===== src/rtl/sysreg_arb_pkg.sv =====
// Shared definitions for the system register bus arbiter: sequencer states,
// access owner IDs and default bus widths.
package sysreg_arb_pkg;

    localparam int unsigned DEF_ADDR_W = 4;
    localparam int unsigned DEF_DATA_W = 8;

    // Access sequencer states
    typedef enum logic [1:0] {
        ST_IDLE    = 2'd0,
        ST_STROBE  = 2'd1,
        ST_CAPTURE = 2'd2
    } arb_state_t;

    // Owner of the access currently on the register port
    localparam logic OWN_HOST = 1'b0;
    localparam logic OWN_DBG  = 1'b1;

    // States in which a new access may be granted
    function automatic logic is_arb_state(input arb_state_t s);
        return (s == ST_IDLE) || (s == ST_CAPTURE);
    endfunction

endpackage


===== src/rtl/sysreg_host_slot.sv =====
// Single-entry holding latch for host accesses. The host path cannot be
// stalled, so a request that finds the entry occupied is dropped and flagged
// in a sticky overrun bit.
module sysreg_host_slot
    import sysreg_arb_pkg::*;
#(
    parameter int unsigned ADDR_W = DEF_ADDR_W,
    parameter int unsigned DATA_W = DEF_DATA_W
) (
    input  logic              clk,
    input  logic              reset,
    input  logic              load,
    input  logic              take,
    input  logic              drop,
    input  logic              overrun_clr,
    input  logic              req_we,
    input  logic [ADDR_W-1:0] req_a,
    input  logic [DATA_W-1:0] req_d,
    output logic              full,
    output logic              held_we,
    output logic [ADDR_W-1:0] held_a,
    output logic [DATA_W-1:0] held_d,
    output logic              overrun
);

    // Occupancy: a load in the same cycle as a take keeps the entry full
    always_ff @(posedge clk or negedge reset) begin
        if (!reset) begin
            full <= 1'b0;
        end else if (load) begin
            full <= 1'b1;
        end else if (take) begin
            full <= 1'b0;
        end
    end

    // Captured access fields
    always_ff @(posedge clk or negedge reset) begin
        if (!reset) begin
            held_we <= 1'b0;
            held_a  <= '0;
            held_d  <= '0;
        end else if (load) begin
            held_we <= req_we;
            held_a  <= req_a;
            held_d  <= req_d;
        end
    end

    // Sticky overrun; a new drop wins over a simultaneous clear
    always_ff @(posedge clk or negedge reset) begin
        if (!reset) begin
            overrun <= 1'b0;
        end else if (drop) begin
            overrun <= 1'b1;
        end else if (overrun_clr) begin
            overrun <= 1'b0;
        end
    end

endmodule


===== src/rtl/sysreg_bus_arbiter.sv =====
// Shares the single system register file port between the non-stallable
// host path and a req/ack debug master. Each access runs STROBE then
// CAPTURE; a new grant may be issued in IDLE or CAPTURE so accesses can
// run back to back at one per two cycles.
module sysreg_bus_arbiter
    import sysreg_arb_pkg::*;
#(
    parameter int unsigned ADDR_W       = DEF_ADDR_W,
    parameter int unsigned DATA_W       = DEF_DATA_W,
    parameter int unsigned STARVE_LIMIT = 4
) (
    input  logic              clk,
    input  logic              reset,
    input  logic              host_req,
    input  logic              host_we,
    input  logic [ADDR_W-1:0] host_a,
    input  logic [DATA_W-1:0] host_d,
    output logic [DATA_W-1:0] host_q,
    output logic              host_valid,
    output logic              host_overrun,
    input  logic              host_overrun_clr,
    input  logic              dbg_req,
    input  logic              dbg_we,
    input  logic [ADDR_W-1:0] dbg_a,
    input  logic [DATA_W-1:0] dbg_d,
    output logic [DATA_W-1:0] dbg_q,
    output logic              dbg_ack,
    output logic [ADDR_W-1:0] reg_a,
    output logic [DATA_W-1:0] reg_d,
    input  logic [DATA_W-1:0] reg_q,
    output logic              reg_rd,
    output logic              reg_wr
);

    localparam logic [3:0] LIMIT = 4'(STARVE_LIMIT);

    arb_state_t        state;
    arb_state_t        state_next;
    logic              owner;
    logic              acc_we;
    logic [3:0]        starve_cnt;

    logic              slot_full;
    logic              slot_we;
    logic [ADDR_W-1:0] slot_a;
    logic [DATA_W-1:0] slot_d;
    logic              slot_load;
    logic              slot_take;
    logic              slot_drop;

    logic              host_pend;
    logic              dbg_busy;
    logic              dbg_pend;
    logic              arb_en;
    logic              grant_host;
    logic              grant_dbg;
    logic              grant_any;
    logic              win_we;
    logic [ADDR_W-1:0] win_a;
    logic [DATA_W-1:0] win_d;

    sysreg_host_slot #(
        .ADDR_W (ADDR_W),
        .DATA_W (DATA_W)
    ) u_slot (
        .clk         (clk),
        .reset       (reset),
        .load        (slot_load),
        .take        (slot_take),
        .drop        (slot_drop),
        .overrun_clr (host_overrun_clr),
        .req_we      (host_we),
        .req_a       (host_a),
        .req_d       (host_d),
        .full        (slot_full),
        .held_we     (slot_we),
        .held_a      (slot_a),
        .held_d      (slot_d),
        .overrun     (host_overrun)
    );

    // Sequencer state register
    always_ff @(posedge clk or negedge reset) begin
        if (!reset) begin
            state <= ST_IDLE;
        end else begin
            state <= state_next;
        end
    end

    // Arbitration, host slot control, winner select and next state
    always_comb begin
        host_pend  = slot_full | host_req;
        // The debug master holds dbg_req until it has seen dbg_ack, so its
        // request is ignored while its own access is in flight or completing.
        dbg_busy   = ((owner == OWN_DBG) && (state != ST_IDLE)) | dbg_ack;
        dbg_pend   = dbg_req & ~dbg_busy;
        arb_en     = is_arb_state(state);

        grant_dbg  = arb_en & dbg_pend & (~host_pend | (starve_cnt == LIMIT));
        grant_host = arb_en & host_pend & ~grant_dbg;
        grant_any  = grant_host | grant_dbg;

        // A host request arriving with the slot empty and granted at once
        // bypasses the latch; otherwise it is held or, if no room, dropped.
        slot_take  = grant_host & slot_full;
        slot_load  = host_req & ~(grant_host & ~slot_full) & (~slot_full | slot_take);
        slot_drop  = host_req & slot_full & ~slot_take;

        win_we = host_we;
        win_a  = host_a;
        win_d  = host_d;
        if (grant_dbg) begin
            win_we = dbg_we;
            win_a  = dbg_a;
            win_d  = dbg_d;
        end else if (slot_full) begin
            win_we = slot_we;
            win_a  = slot_a;
            win_d  = slot_d;
        end

        state_next = state;
        case (state)
            ST_IDLE:    state_next = grant_any ? ST_STROBE : ST_IDLE;
            ST_STROBE:  state_next = ST_CAPTURE;
            ST_CAPTURE: state_next = grant_any ? ST_STROBE : ST_IDLE;
            default:    state_next = ST_IDLE;
        endcase
    end

    // Register port drive: strobes last exactly one cycle after each grant
    always_ff @(posedge clk or negedge reset) begin
        if (!reset) begin
            reg_a  <= '0;
            reg_d  <= '0;
            reg_rd <= 1'b0;
            reg_wr <= 1'b0;
            acc_we <= 1'b0;
            owner  <= OWN_HOST;
        end else begin
            reg_rd <= 1'b0;
            reg_wr <= 1'b0;
            if (grant_any) begin
                reg_a  <= win_a;
                reg_d  <= win_d;
                reg_rd <= ~win_we;
                reg_wr <= win_we;
                acc_we <= win_we;
                owner  <= grant_dbg ? OWN_DBG : OWN_HOST;
            end
        end
    end

    // Completion: read data capture and one-cycle done pulses
    always_ff @(posedge clk or negedge reset) begin
        if (!reset) begin
            host_q     <= '0;
            dbg_q      <= '0;
            host_valid <= 1'b0;
            dbg_ack    <= 1'b0;
        end else begin
            host_valid <= 1'b0;
            dbg_ack    <= 1'b0;
            if (state == ST_CAPTURE) begin
                if (owner == OWN_HOST) begin
                    host_valid <= 1'b1;
                    if (!acc_we) begin
                        host_q <= reg_q;
                    end
                end else begin
                    dbg_ack <= 1'b1;
                    if (!acc_we) begin
                        dbg_q <= reg_q;
                    end
                end
            end
        end
    end

    // Debug starvation counter, saturating at the limit
    always_ff @(posedge clk or negedge reset) begin
        if (!reset) begin
            starve_cnt <= '0;
        end else if (grant_dbg || !dbg_pend) begin
            starve_cnt <= '0;
        end else if (grant_host && (starve_cnt != LIMIT)) begin
            starve_cnt <= starve_cnt + 4'd1;
        end
    end

endmodule


===== config.mk =====
export PLATFORM = sky130hd
export DESIGN_NAME = sysreg_bus_arbiter
export DESIGN_NICKNAME = d
export VERILOG_FILES = /design/src/rtl/sysreg_arb_pkg.sv /design/src/rtl/sysreg_host_slot.sv /design/src/rtl/sysreg_bus_arbiter.sv
export SDC_FILE = /design/constraint.sdc
export NUM_CORES = 1
export LEC_CHECK = 0
export ABC_AREA = 1
export CAP_MARGIN = 5
export CORE_MARGIN = 2
export CORE_UTILIZATION = 35
export DETAILED_ROUTE_END_ITERATION = 16
export GPL_ROUTABILITY_DRIVEN = 0
export GPL_TIMING_DRIVEN = 0
export HOLD_SLACK_MARGIN = 0.08
export PLACE_DENSITY = 0.65
export SLEW_MARGIN = 20
export SYNTH_ARGS = -nofsm -noshare
export SYNTH_HDL_FRONTEND = slang
export SYNTH_SLANG_ARGS = --single-unit

===== constraint.sdc =====
create_clock -name clk -period 2.2 [get_ports clk]
set_input_delay 0.44 -clock clk [delete_from_list [all_inputs] [get_ports clk]]
set_output_delay 0.44 -clock clk [all_outputs]
set_load 0.01 [all_outputs]

==> results.toml, run 1 <==
[logic_synthesis]
synth_top_area_share = 0.561
avgSynthCellArea_um2 = 8.67
synth-seq-cells = 55
synth_top_cell_by_area = "dfrtp_1"
yosysSeqAreaShare = 0.561
synthCells = 283
yosysUniqueCellTypes = 22
ys_warn_count = 0
netlist_top_cells_area = "dfrtp_1, nand2_1, o21ai_0, nor2_1, nand4_1"
synth_nets = 324
syn_area_um2 = 2450

[place]
pre_cts_ws_ns = -0.0865
place_hpwl_um = 4230
numPortBuffers = 71
place_area_um2 = 3280
placed_cells = 450

[floorplan]
die_y_um = 87.8
start_util = 0.361
placeableCoreArea_um2 = 6790
ios = 72
die_w_um = 87.8
rows = 30
die-area_um2 = 7700

[detailed_routing]
ant_nets = 0
drt-initial-drc-count = 118
post_drt_wl_per_cell_um = 12.7
drc = 0
viasPerCell = 4.74
wl_um = 5830
vias = 2172
firstDrtPassIters = 4

[clock_tree]
cts.htree.levels = 2
hold_buffers = 0
post_cts_resized = 0
post_cts.repair.setup_buffers = 0
insertion_delay_ns = 0.31
cts_inserted_buffers = 5
cts_root_buffer = "clkbuf_8"
cts.clk_slew.worst_paths_ns = 0.11
numClockSinks = 55
cts_tree = "built"
clk_path_buf_depth = 2

[timing]
relSlewSlack = 0.536
finalCriticalPeriod_ns = 1.94
fin_skew_ns = 0.00732
final-setup-viol-count = 0
fmax_ghz = 0.516
hold_viol_final = 0
timing.hold.ws_ns = 0.155
rsz0062_at_grt = "no"
setup_ws_ns = 0.263
fin_crit_sh = 0.880
worst_slew_pin_slew_ns = 0.695
drv_slew = 0

[power]
cellLeakagePower_nw = 1.57
ir_drop_mv = 0.522
powerDensity_nw_per_um2 = 1350

[critical_path]
worstPathMaxFanout = 10
crit_start = "host_req"
cp-start-kind = "input pin"
endpoint_kind = "register"
rr_startpoint = "starve_cnt[0]"
worstPathRequired_ns = 2.41
crit_type = "in2reg"
crit_arrival_ns = 2.15

[layout]
drive_gt1_frac = 0.0801
stdcell_count = 458
fin_area_um2 = 3380
syn2layout_area_growth_pct = 37.6
n_fill_cell = 650
final_cell_mix = "nand2_1, clkdlybuf4s50_1, dfrtp_1"
n_antenna_cell = 0
postLayoutCoreUtil = 0.497
fin_nets = 402
final_common_cell = "nand2_1"

[grt]
overflow = 0
grt_pass1_vias = 2069
grt_usage = 0.160
antenna_found_initial = 0
grt_max_degree = 56
grt_pass1_wl_um = 9760

[flow_run]
maxCapViolations = 0

[hold_path]
min-delay-path-class = "in2async"

[status]
outcome = "complete, no violations"
==> metal layers <==
layer	GRT usage	vias to the layer above	wire (um)
met3	0.0349	5	422
li1	-	1076	-
met5	0	-	0
met4	0.0294	0	50
met1	0.236	1009	2830
met2	0.244	82	2530
==> where the power goes <==
group / internal (mW) / switching [mW] / total, mW
Clock: 0.233 / 0.358 / 0.591
Combinational: 1.06 / 1.18 / 2.23
Sequential: 1.48 / 0.242 / 1.72
==> Yosys cell counts <==
| cell | n |
|---|---|
| and2_4 | 1 |
| ha_1 | 2 |
| clkbuf_1 | 5 |
| o211ai_1 | 7 |
| dfrtp_1 | 55 |
| nor3_1 | 3 |
| nor2_1 | 35 |
| inv_1 | 18 |
| inv_2 | 3 |
| buf_2 | 4 |
| mux2i_1 | 1 |
| nand3_1 | 1 |
| nand2_1 | 76 |
| nand3_2 | 3 |
| o22ai_1 | 1 |
| buf_4 | 1 |
| a21oi_1 | 2 |
| nor2_2 | 2 |
| nand4_1 | 15 |
| buf_6 | 4 |
| nand2_2 | 2 |
| o21ai_0 | 42 |
==> final timing paths <==
check                                 end  slack [ns]  cells past startpoint
max in group asynchronous  u_slot.held_we        1.58                      1
hold reg to reg                  state[1]        0.46                      1
setup reg to reg                 reg_d[6]        0.47                      9
hold / removal                   dbg_q[1]        0.16                      1
setup / recovery                 reg_d[0]        0.26                     10
min in group clk                 state[1]        0.46                      1
==> stage by stage <==
stage | TNS (ns) | total power [mW]
after floorplan | 0 | 2.99
after global placement | -59.44 | 3.96
after detailed placement | -1.12 | 4.00
after CTS | 0 | 4.60
after global routing | 0 | 4.92
final | 0 | 4.55
==> critical path: stages <==
cell and delay [ns]:
clkdlybuf4s50_1 0.60, inv_1 0.12, nand2_1 0.10, nand2_1 0.09, nand3_2 0.11, buf_6 0.14, buf_2 0.21, o21ai_0 0.15
o211ai_1 0.11, nand2_1 0.07
==> area by class of cell <==
class	count	area [um^2]	area share
Inverter	21	78.8	0.0233
Sequential cell	55	1380	0.408
Buffer	14	91.3	0.0270
Clock inverter	3	25.0	0.00741
Tap cell	96	120	0.0356
Multi-Input combinational cell	193	908	0.269
Timing Repair Buffer	71	708	0.210
Clock buffer	5	68.8	0.0204
==> state kept, by name (all words and copies together) (netlist names) <==
register,flops
u_slot.held_we,1
dbg_q,8
host_q,8
u_slot.overrun,1
reg_a,4
reg_wr,1
reg_rd,1
u_slot.held_a,4
owner,1
reg_d,8
dbg_ack,1
u_slot.full,1
host_valid,1
state,2
acc_we,1
starve_cnt,4
u_slot.held_d,8
==> kinds of logic (layout without fill, tap and decap cells) <==
kind of cell / after synthesis / in the layout / share of synthesized area
compound gates: 52 / 52 / 0.114
flops: 55 / 55 / 0.561
simple gates: 138 / 138 / 0.242
fa+ha+maj: 2 / 2 / 0.0102
mux: 1 / 1 / 0.00408
buf+inv: 35 / 114 / 0.0693
(Power assumes the default switching activity.)
==> run 2: changes to the inputs <==
DONT_BUFFER_PORTS = 1   (was not set)
PLACE_DENSITY = 0.52   (was 0.65)
==> run 2 against run 1 <==
Sequential share of layout area grew 10 points. Maximum frequency grew 8.8%. Combinational power shrank 34%. Design area shrank 20%. Global-route usage grew 0.29 points. Worst hold slack gained 0.067 ns. Count of clock-buffer cells in the layout is the same. First-iteration DRC count shrank 25%. Wire length grew 3.3%. Critical path type is now reg2reg. Critical endpoint is now acc_we. Largest cell class unchanged. Largest power group is now registers.
==> results.toml, run 2 (same netlist as run 1, synthesis figures left out) <==
[status]
outcome = "complete, no violations"

[floorplan]
rows = 30
die_y_um = 87.8
die_w_um = 87.8
start_util = 0.361
placeableCoreArea_um2 = 6790
die-area_um2 = 7700
ios = 72

[power]
powerDensity_nw_per_um2 = 1480
cellLeakagePower_nw = 1.31
power_mw = 4.00
ir_drop_mv = 0.556

[critical_path]
cp_top_family = "simple AND/OR/NAND/NOR gates"
endpoint_kind = "register"
crit_path_max_incr_delay_ns = 0.40
worstPathRequired_ns = 2.43
critical_path_buf_inv_count = 2
crit_chain = "inv_1 > ha_1 > nand3_1 > nand2_1 > nand3_2 > buf_6 > o21ai_0 > and2_4 > nor2_2"
crit_arrival_ns = 2.01
crit_slowest_cell = "dfrtp_1"
worstPathMaxFanout = 10
cp-start-kind = "register"
crit_type = "reg2reg"

[detailed_routing]
firstDrtPassIters = 4
wl_um = 6030
drt-initial-drc-count = 88
top_layer_used = "met4"
ant_nets = 0
drc = 0
wl_met2_um = 2710
wl_met1_um = 2770
viasPerCell = 4.84
post_drt_wl_per_cell_um = 15.5
wl_met3_um = 479
vias = 1883

[grt]
antenna_found_initial = 0
grt_usage = 0.163
grt_pass1_wl_um = 9600
grt_max_degree = 56
grt_pass1_vias = 1878
overflow = 0

[timing]
hold_viol_final = 0
drv_slew = 0
rsz0062_at_grt = "no"
fin_crit_sh = 0.809
timing.hold.ws_ns = 0.222
final-setup-viol-count = 0
finalCriticalPeriod_ns = 1.78
fin_skew_ns = 0.0132
worst_slew_pin_slew_ns = 0.484
tns_ns = 0
relSlewSlack = 0.677
fmax_ghz = 0.562

[layout]
fin_area_um2 = 2710
final_common_cell = "nand2_1"
multiInputGateArea_um2 = 908
drive_gt1_frac = 0.0990
seq_area_um2 = 1380
syn2layout_area_growth_pct = 10.3
fin_nets = 333
n_fill_cell = 691
n_antenna_cell = 0
final_cell_mix = "nand2_1, dfrtp_1, o21ai_0"

[hold_path]
min-delay-path-class = "in2reg"

[clock_tree]
cts.htree.levels = 2
numClockSinks = 55
insertion_delay_ns = 0.32
hold_buffers = 2
cts.clk_slew.worst_paths_ns = 0.11
cts_root_buffer = "clkbuf_8"
post_cts_resized = 0
cts_inserted_buffers = 5
clk_path_buf_depth = 2
cts_tree = "built"
post_cts.repair.setup_buffers = 0

[flow_run]
maxCapViolations = 0

[place]
numPortBuffers = 0
place_hpwl_um = 4190
place_area_um2 = 2570
-- run 2: report_power, final --
| part | total (mW) | leakage, nW | switching [mW] | internal, mW |
|---|---|---|---|---|
| clock | 0.605 | 0.0463 | 0.371 | 0.235 |
| sequential | 1.91 | 0.672 | 0.432 | 1.48 |
| combinational | 1.48 | 0.596 | 0.944 | 0.540 |
| total | 4.00 | 1.31 | 1.75 | 2.26 |
-- run 2: metal layers --
layer,global-route usage,vias up
met5,0,-
li1,-,941
met4,0.0462,0
met1,0.218,879
met2,0.247,56
met3,0.0613,7
-- run 2: cell type report --
cell class | instances | area share
Clock buffer | 5 | 0.0254
Sequential cell | 55 | 0.508
Timing Repair Buffer | 2 | 0.0139
Inverter | 21 | 0.0291
Tap cell | 96 | 0.0443
Clock inverter | 3 | 0.0102
Multi-Input combinational cell | 193 | 0.335
Buffer | 14 | 0.0337
-- run 2: final timing paths --
path                                   from              to  slack, ns  depth (start not counted)
max                           starve_cnt[0]          acc_we       0.42                          9
min                        host_overrun_clr  u_slot.overrun       0.22                          1
max reg2reg                   starve_cnt[0]          acc_we       0.42                          9
min reg2reg                        state[1]        state[1]       0.45                          1
max in group asynchronous             reset   starve_cnt[1]       1.32                          2
min in group asynchronous             reset      host_valid       0.64                          2
-- run 2: per-stage QoR --
step | std cells | setup WS, ns | utilization
floorplan | 283 | 0.705 | -
global placement | 379 | 0.422 | 0.379
detailed placement | 379 | 0.406 | 0.379
CTS | 389 | 0.390 | 0.399
global route | 389 | 0.276 | 0.399
finish | 389 | 0.420 | 0.399
